===== config.mk =====
export PLATFORM = sky130hd
export DESIGN_NAME = px_col_assembler_flat
export DESIGN_NICKNAME = d
export VERILOG_FILES = /design/src/rtl/px_col_assembler_if.sv /design/src/rtl/px_col_assembler.sv /design/src/flat_wrapper.sv
export SDC_FILE = /design/constraint.sdc
export NUM_CORES = 2
export LEC_CHECK = 0
export CAP_MARGIN = 30
export CORE_UTILIZATION = 60
export CTS_BUF_LIST = sky130_fd_sc_hd__clkbuf_16
export DETAILED_ROUTE_END_ITERATION = 8
export PLACE_DENSITY = 0.88
export SKIP_CTS_REPAIR_TIMING = 1
export SYNTH_ARGS = -nofsm -noshare
export SYNTH_HDL_FRONTEND = slang
export SYNTH_SLANG_ARGS = --single-unit

===== constraint.sdc =====
create_clock -name clk -period 23.3 [get_ports clk]
set_input_delay 3.495 -clock clk [delete_from_list [all_inputs] [get_ports clk]]
set_output_delay 3.495 -clock clk [all_outputs]
set_load 0.005 [all_outputs]

===== src/rtl/px_col_assembler_if.sv =====
// Bus bundle between the sparse decoder lanes, the column assembler and the PE column feed.
// Lane 0 occupies the most-significant slot of every per-lane vector.
interface px_col_assembler_if #(
    parameter int unsigned LANES = 8,
    parameter int unsigned PX_W  = 16,
    parameter int unsigned COL_W = 16,
    parameter int unsigned DEPTH = 16
);
    localparam int unsigned CNT_W = $clog2(DEPTH) + 1;

    logic                     flush;
    logic                     push_col;
    logic                     pop_col;
    logic [LANES-1:0]         dec_enabled;
    logic [LANES-1:0]         px_vld;
    logic [LANES*COL_W-1:0]   px_col;
    logic [LANES*PX_W-1:0]    dec_px_in;
    logic [LANES-1:0]         px_rdy;
    logic [LANES*PX_W-1:0]    out_pixels;
    logic                     out_valid;
    logic                     full;
    logic [CNT_W-1:0]         count;
    logic [COL_W-1:0]         col_cnt;
    logic                     err_stale;

    modport master (
        output flush, push_col, pop_col, dec_enabled, px_vld, px_col, dec_px_in,
        input  px_rdy, out_pixels, out_valid, full, count, col_cnt, err_stale
    );

    modport slave (
        input  flush, push_col, pop_col, dec_enabled, px_vld, px_col, dec_px_in,
        output px_rdy, out_pixels, out_valid, full, count, col_cnt, err_stale
    );
endinterface


===== src/rtl/px_col_assembler.sv =====
// Gathers per-lane decoder pixels into full-width columns by absolute column index,
// zero-filling skipped indices, and queues them in a FIFO for the PE array.
module px_col_assembler #(
    parameter int unsigned LANES = 8,
    parameter int unsigned PX_W  = 16,
    parameter int unsigned COL_W = 16,
    parameter int unsigned DEPTH = 16
) (
    input  logic                clk,
    input  logic                rst,
    px_col_assembler_if.slave   bus
);
    localparam int unsigned PTR_W = $clog2(DEPTH);
    localparam int unsigned CNT_W = PTR_W + 1;
    localparam int unsigned ROW_W = LANES * PX_W;

    typedef enum logic {
        IDLE = 1'b0,
        RUN  = 1'b1
    } state_t;

    state_t             state_q;
    state_t             state_d;

    logic [ROW_W-1:0]   mem [DEPTH];
    logic [PTR_W-1:0]   head_q;
    logic [PTR_W-1:0]   tail_q;
    logic [CNT_W-1:0]   count_q;
    logic [COL_W-1:0]   col_cnt_q;
    logic [LANES-1:0]   px_rdy_q;
    logic               err_stale_q;

    logic [LANES-1:0]   match_c;
    logic [LANES-1:0]   stale_c;
    logic [ROW_W-1:0]   wr_col_c;
    logic               ready_all_c;
    logic               any_en_c;
    logic               full_c;
    logic               empty_c;
    logic               wr_en_c;
    logic               rd_en_c;
    logic               stale_hit_c;

    // Per-lane column compare; bit B of each mask and slot B of each bus belong to lane g.
    for (genvar g = 0; g < LANES; g++) begin : g_lane
        localparam int unsigned B = LANES - 1 - g;
        logic [COL_W-1:0] lane_col;

        assign lane_col          = bus.px_col[B*COL_W +: COL_W];
        assign match_c[B]        = bus.dec_enabled[B] & bus.px_vld[B] & (lane_col == col_cnt_q);
        assign stale_c[B]        = bus.dec_enabled[B] & (lane_col < col_cnt_q);
        assign wr_col_c[B*PX_W +: PX_W] = match_c[B] ? bus.dec_px_in[B*PX_W +: PX_W] : PX_W'(0);
    end

    assign ready_all_c = &(bus.px_vld | ~bus.dec_enabled);
    assign any_en_c    = |bus.dec_enabled;
    assign full_c      = (count_q == CNT_W'(DEPTH));
    assign empty_c     = (count_q == CNT_W'(0));
    assign rd_en_c     = bus.pop_col & ~empty_c & ~bus.flush;
    assign stale_hit_c = (state_q == RUN) & ready_all_c & (|stale_c) & ~bus.flush;

    // State register
    always_ff @(posedge clk) begin
        if (rst) begin
            state_q <= IDLE;
        end else begin
            state_q <= state_d;
        end
    end

    // Next state and column write enable
    always_comb begin
        state_d = state_q;
        wr_en_c = 1'b0;
        case (state_q)
            IDLE: begin
                if (bus.push_col && any_en_c) begin
                    state_d = RUN;
                end
            end
            RUN: begin
                // Stall on a full FIFO (start-of-cycle count) or while any enabled lane is not yet valid.
                if (!full_c && ready_all_c) begin
                    wr_en_c = 1'b1;
                    if (|match_c) begin
                        state_d = IDLE;
                    end
                end
            end
            default: state_d = IDLE;
        endcase
        if (bus.flush) begin
            state_d = IDLE;
            wr_en_c = 1'b0;
        end
    end

    // Column storage; contents are deliberately not cleared by reset or flush.
    always_ff @(posedge clk) begin
        if (wr_en_c && !rst) begin
            mem[tail_q] <= wr_col_c;
        end
    end

    // Pointers, occupancy, column counter, consume pulse and sticky error
    always_ff @(posedge clk) begin
        if (rst || bus.flush) begin
            head_q      <= '0;
            tail_q      <= '0;
            count_q     <= '0;
            col_cnt_q   <= '0;
            px_rdy_q    <= '0;
            err_stale_q <= 1'b0;
        end else begin
            px_rdy_q <= wr_en_c ? match_c : '0;
            if (wr_en_c) begin
                tail_q    <= tail_q + PTR_W'(1);
                col_cnt_q <= col_cnt_q + COL_W'(1);
            end
            if (rd_en_c) begin
                head_q <= head_q + PTR_W'(1);
            end
            case ({wr_en_c, rd_en_c})
                2'b10:   count_q <= count_q + CNT_W'(1);
                2'b01:   count_q <= count_q - CNT_W'(1);
                default: count_q <= count_q;
            endcase
            if (stale_hit_c) begin
                err_stale_q <= 1'b1;
            end
        end
    end

    assign bus.px_rdy     = px_rdy_q;
    assign bus.out_pixels = mem[head_q];
    assign bus.out_valid  = ~empty_c;
    assign bus.full       = full_c;
    assign bus.count      = count_q;
    assign bus.col_cnt    = col_cnt_q;
    assign bus.err_stale  = err_stale_q;

endmodule


===== src/flat_wrapper.sv =====
// flat-port wrapper written by rule: the top's interface ports become plain ports
module px_col_assembler_flat 
#(
    parameter int unsigned LANES = 8,
    parameter int unsigned PX_W  = 16,
    parameter int unsigned COL_W = 16,
    parameter int unsigned DEPTH = 16
)
  (clk, rst, bus_flush, bus_push_col, bus_pop_col, bus_dec_enabled, bus_px_vld, bus_px_col, bus_dec_px_in, bus_px_rdy, bus_out_pixels, bus_out_valid, bus_full, bus_count, bus_col_cnt, bus_err_stale);
  px_col_assembler_if #(.LANES(LANES), .PX_W(PX_W), .COL_W(COL_W), .DEPTH(DEPTH)) bus_i ();
  input  logic clk;
  input  logic rst;
  input wire logic [$bits(bus_i.flush)-1:0] bus_flush;
  input wire logic [$bits(bus_i.push_col)-1:0] bus_push_col;
  input wire logic [$bits(bus_i.pop_col)-1:0] bus_pop_col;
  input wire logic [$bits(bus_i.dec_enabled)-1:0] bus_dec_enabled;
  input wire logic [$bits(bus_i.px_vld)-1:0] bus_px_vld;
  input wire logic [$bits(bus_i.px_col)-1:0] bus_px_col;
  input wire logic [$bits(bus_i.dec_px_in)-1:0] bus_dec_px_in;
  output wire logic [$bits(bus_i.px_rdy)-1:0] bus_px_rdy;
  output wire logic [$bits(bus_i.out_pixels)-1:0] bus_out_pixels;
  output wire logic [$bits(bus_i.out_valid)-1:0] bus_out_valid;
  output wire logic [$bits(bus_i.full)-1:0] bus_full;
  output wire logic [$bits(bus_i.count)-1:0] bus_count;
  output wire logic [$bits(bus_i.col_cnt)-1:0] bus_col_cnt;
  output wire logic [$bits(bus_i.err_stale)-1:0] bus_err_stale;
  assign bus_i.flush = bus_flush;
  assign bus_i.push_col = bus_push_col;
  assign bus_i.pop_col = bus_pop_col;
  assign bus_i.dec_enabled = bus_dec_enabled;
  assign bus_i.px_vld = bus_px_vld;
  assign bus_i.px_col = bus_px_col;
  assign bus_i.dec_px_in = bus_dec_px_in;
  assign bus_px_rdy = bus_i.px_rdy;
  assign bus_out_pixels = bus_i.out_pixels;
  assign bus_out_valid = bus_i.out_valid;
  assign bus_full = bus_i.full;
  assign bus_count = bus_i.count;
  assign bus_col_cnt = bus_i.col_cnt;
  assign bus_err_stale = bus_i.err_stale;
  px_col_assembler #(.LANES(LANES), .PX_W(PX_W), .COL_W(COL_W), .DEPTH(DEPTH)) u_core (.clk(clk), .rst(rst), .bus(bus_i));
endmodule

==> impl_metrics.env <==
export IMPL_h_tree_depth=4
export IMPL_mostFrequentLayoutCell="edfxtp_1"
export IMPL_end_kind="output pin"
export IMPL_finalSetupTns_ns=0
export IMPL_rows=135
export IMPL_fmax_mhz=106
export IMPL_power_leakage_nw=33.1
export IMPL_grt_usage=0.354
export IMPL_synthArstFlopShare=0
export IMPL_first_iter_violations=7045
export IMPL_syn_area_per_cell_um2=22.9
export IMPL_core_mm2=0.136
export IMPL_drv_cap=0
export IMPL_grt_setup_unrepaired="no"
export IMPL_worst_slew_pin_slew_ns=1.18
export IMPL_cp_cell_sequence="buf_4 > buf_4 > buf_4 > buf_16 > mux4_2 > nor2b_1 > a211oi_1 > a21oi_1 > clkdlybuf4s50_1"
export IMPL_final_cell_mix="2048 x edfxtp_1, 632 x mux4_2, 436 x clkdlybuf4s50_1"
export IMPL_synth_flop_cell="edfxtp_1"
export IMPL_cpMaxStageDelayCell="buf_4"
export IMPL_finalSetupViolations=0
export IMPL_grt_pass1_vias=44100
export IMPL_synth_edf_count=2048
export IMPL_cts_root_buf="clkbuf_16"
export IMPL_cts_tree="done"
export IMPL_route_vias_total=43500
export IMPL_swShare=0.204
export IMPL_worst_ep_arrival_time_ns=5.96
export IMPL_grt_max_degree=129
export IMPL_portBuffers=436
export IMPL_synth_fp_nets=4009
export IMPL_required_ns=19.81
export IMPL_cpMostUsedCell="buf_4"
export IMPL_hp_class="reg -> reg"
export IMPL_clkLatencyLatePin_ns=0.86
export IMPL_fin_crit_ns=9.45
export IMPL_seqPwrFrac=0.550
export IMPL_drc_errors=0
export IMPL_cp_start_kind="flop"
export IMPL_synth_area_mm2=0.0824
export IMPL_fin_crit_sh=0.406
export IMPL_io_pins=437
export IMPL_drive_gt1_frac=0.241
export IMPL_clk_pin_slew_ns=0.06
export IMPL_cts_buffers=195
export IMPL_synth_warnings=0
export IMPL_grt_pass1_wl_mm=337
export IMPL_max_slew_margin=0.213
export IMPL_crit_fanout=64
export IMPL_p_int_w=0.00589
export IMPL_ys_seq_area_frac=0.757
export IMPL_place_congestion=0.969
export IMPL_overflow=0
export IMPL_finalClockSkew_ns=0.0352
export IMPL_dieWidth_um=373
export IMPL_power_switching_w=0.00150
export IMPL_avgRoutedWirePerCell_um=40.5
export IMPL_dp_hpwl_mm=125
export IMPL_combPwrFrac=0.012
export IMPL_clock_path_buffers=3
export IMPL_ant_nets=0
export IMPL_synth_seq_cells=2091
export IMPL_critPathMaxStageDelay_ns=0.94
export IMPL_cellPowerDensity_mw_per_mm2=77.1
export IMPL_path_buf_inv=5
export IMPL_status="completed"
export IMPL_die_h_um=373
export IMPL_critPathKind="reg -> out"
export IMPL_clock_sinks=2091
export IMPL_finalHoldViolations=0
export IMPL_routed_wl_mm=247
export IMPL_nets=4558
export IMPL_ir_worst_vdd_mv=0.0850
export IMPL_synthDistinctLibCells=55
export IMPL_dieArea_mm2=0.139
export IMPL_initial_utilization=0.607
export IMPL_clkPwrFrac=0.438
export IMPL_vias_per_cell=7.14
export IMPL_path_delay_family="buffers and inverters"
export IMPL_drv_slew=0
export IMPL_holdWs_ns=0.510
export IMPL_antenna_found_initial=28
export IMPL_netlist_instances=3593
export IMPL_syn2layout_area_growth_pct=16.3
export IMPL_drt_first_pass_iters=8
==> synthesized netlist by cell type (2+ instances only) <==
library cell | count | area (um2)
buf_2 | 48 | 240
xnor2_1 | 16 | 140
nand3_1 | 19 | 95.1
and2_1 | 122 | 763
a221o_1 | 3 | 30.0
nor2b_1 | 11 | 68.8
mux2i_1 | 11 | 110
or2_2 | 2 | 12.5
nor2_1 | 53 | 199
mux4_2 | 632 | 14200
a211oi_1 | 10 | 75.1
and3_1 | 17 | 106
nor4_1 | 16 | 100
clkbuf_1 | 93 | 349
ha_1 | 138 | 1730
or3_1 | 3 | 18.8
nand4_1 | 32 | 200
nor4_2 | 5 | 62.6
a21boi_0 | 3 | 22.5
o21bai_1 | 5 | 37.5
dfxtp_1 | 43 | 861
a2111oi_0 | 2 | 17.5
a221oi_1 | 2 | 17.5
buf_1 | 22 | 82.6
and4_1 | 3 | 26.3
or2b_2 | 3 | 26.3
nor3_1 | 6 | 30.0
buf_6 | 2 | 22.5
a22o_1 | 2 | 17.5
a21o_1 | 11 | 82.6
edfxtp_1 | 2048 | 61500
nand2_1 | 43 | 161
inv_1 | 48 | 180
xor2_1 | 9 | 78.8
nand2b_1 | 5 | 31.3
a21oi_1 | 67 | 335
o21ai_0 | 20 | 100
==> routing by layer <==
layer,GRT usage,wire length (um),up-vias
met4,0.162,12500,30
met5,0,196,-
li1,-,-,16400
met2,0.596,127000,3960
met3,0.0881,28000,659
met1,0.436,79400,22500
==> worst min-delay path, cell delays in order (launching register included) <==
cell	delay (ns)
dfxtp_1	0.33
o21ai_0	0.08
a21oi_1	0.06
==> cells by family (layout without fill, tap and decap cells) <==
family / Yosys count / count (layout) / synth area share
compound gates: 131 / 131 / 0.00954
xor+xnor: 25 / 25 / 0.00266
fa+ha+maj: 139 / 139 / 0.0212
buf+inv: 214 / 927 / 0.0107
flops: 2091 / 2091 / 0.757
mux: 643 / 643 / 0.174
other cells: 0 / 10 / 0
simple gates: 350 / 350 / 0.0248
==> per-stage QoR <==
step,util,setup slack [ns],cells,power [W],instance area [um2]
final,0.705,13.85,6097,0.00739,95800
after global routing,0.705,13.80,6094,0.00753,95800
after CTS,0.704,13.54,6079,0.00739,95600
after detailed placement,0.657,14.12,5718,0.00423,89200
after global placement,0.655,14.22,5706,0.00423,88900
after floorplan,-,4.57,3593,0.00417,82400
==> sequential cells by signal, summed over array words and instances (netlist names), named ones only <==
name,count
u_core.bus.col_cnt,16
u_core.bus.count,5
u_core.bus.err_stale,1
u_core.bus.px_rdy,8
u_core.head_q,4
u_core.mem,2048
u_core.state_q,1
u_core.tail_q,4
==> final timing paths <==
path / start / depth (start not counted) / end / slack (ns)
setup / recovery: flop / 9 / bus_out_pixels[46] / 13.85
hold / removal: u_core.bus.count[4] / 2 / u_core.bus.count[4] / 0.51
setup reg to reg: u_core.bus.count[0] / 8 / u_core.mem[4][124] / 18.24
hold reg to reg: u_core.bus.count[4] / 2 / u_core.bus.count[4] / 0.51
==> power by group through the flow <==
stage | Clock (W) | Combinational, W | Sequential, W
after floorplan | 0 | 0.0000245 | 0.00414
after global placement | 0 | 0.0000912 | 0.00414
after detailed placement | 0 | 0.0000911 | 0.00414
after CTS | 0.00324 | 0.0000916 | 0.00406
after global routing | 0.00337 | 0.0000979 | 0.00406
final | 0.00324 | 0.0000916 | 0.00406
==> area by class of cell <==
class	instances	area [um2]
repair buffers	518	5420
diodes	10	25.0
multi-input cells	1288	19200
inverters	48	180
flip-flops and latches	2091	62400
well taps	1781	2230
clock inverters	161	1310
fillers	7321	40000
clock buffers	200	5000
No activity file was read; power rests on OpenSTA's default activity.
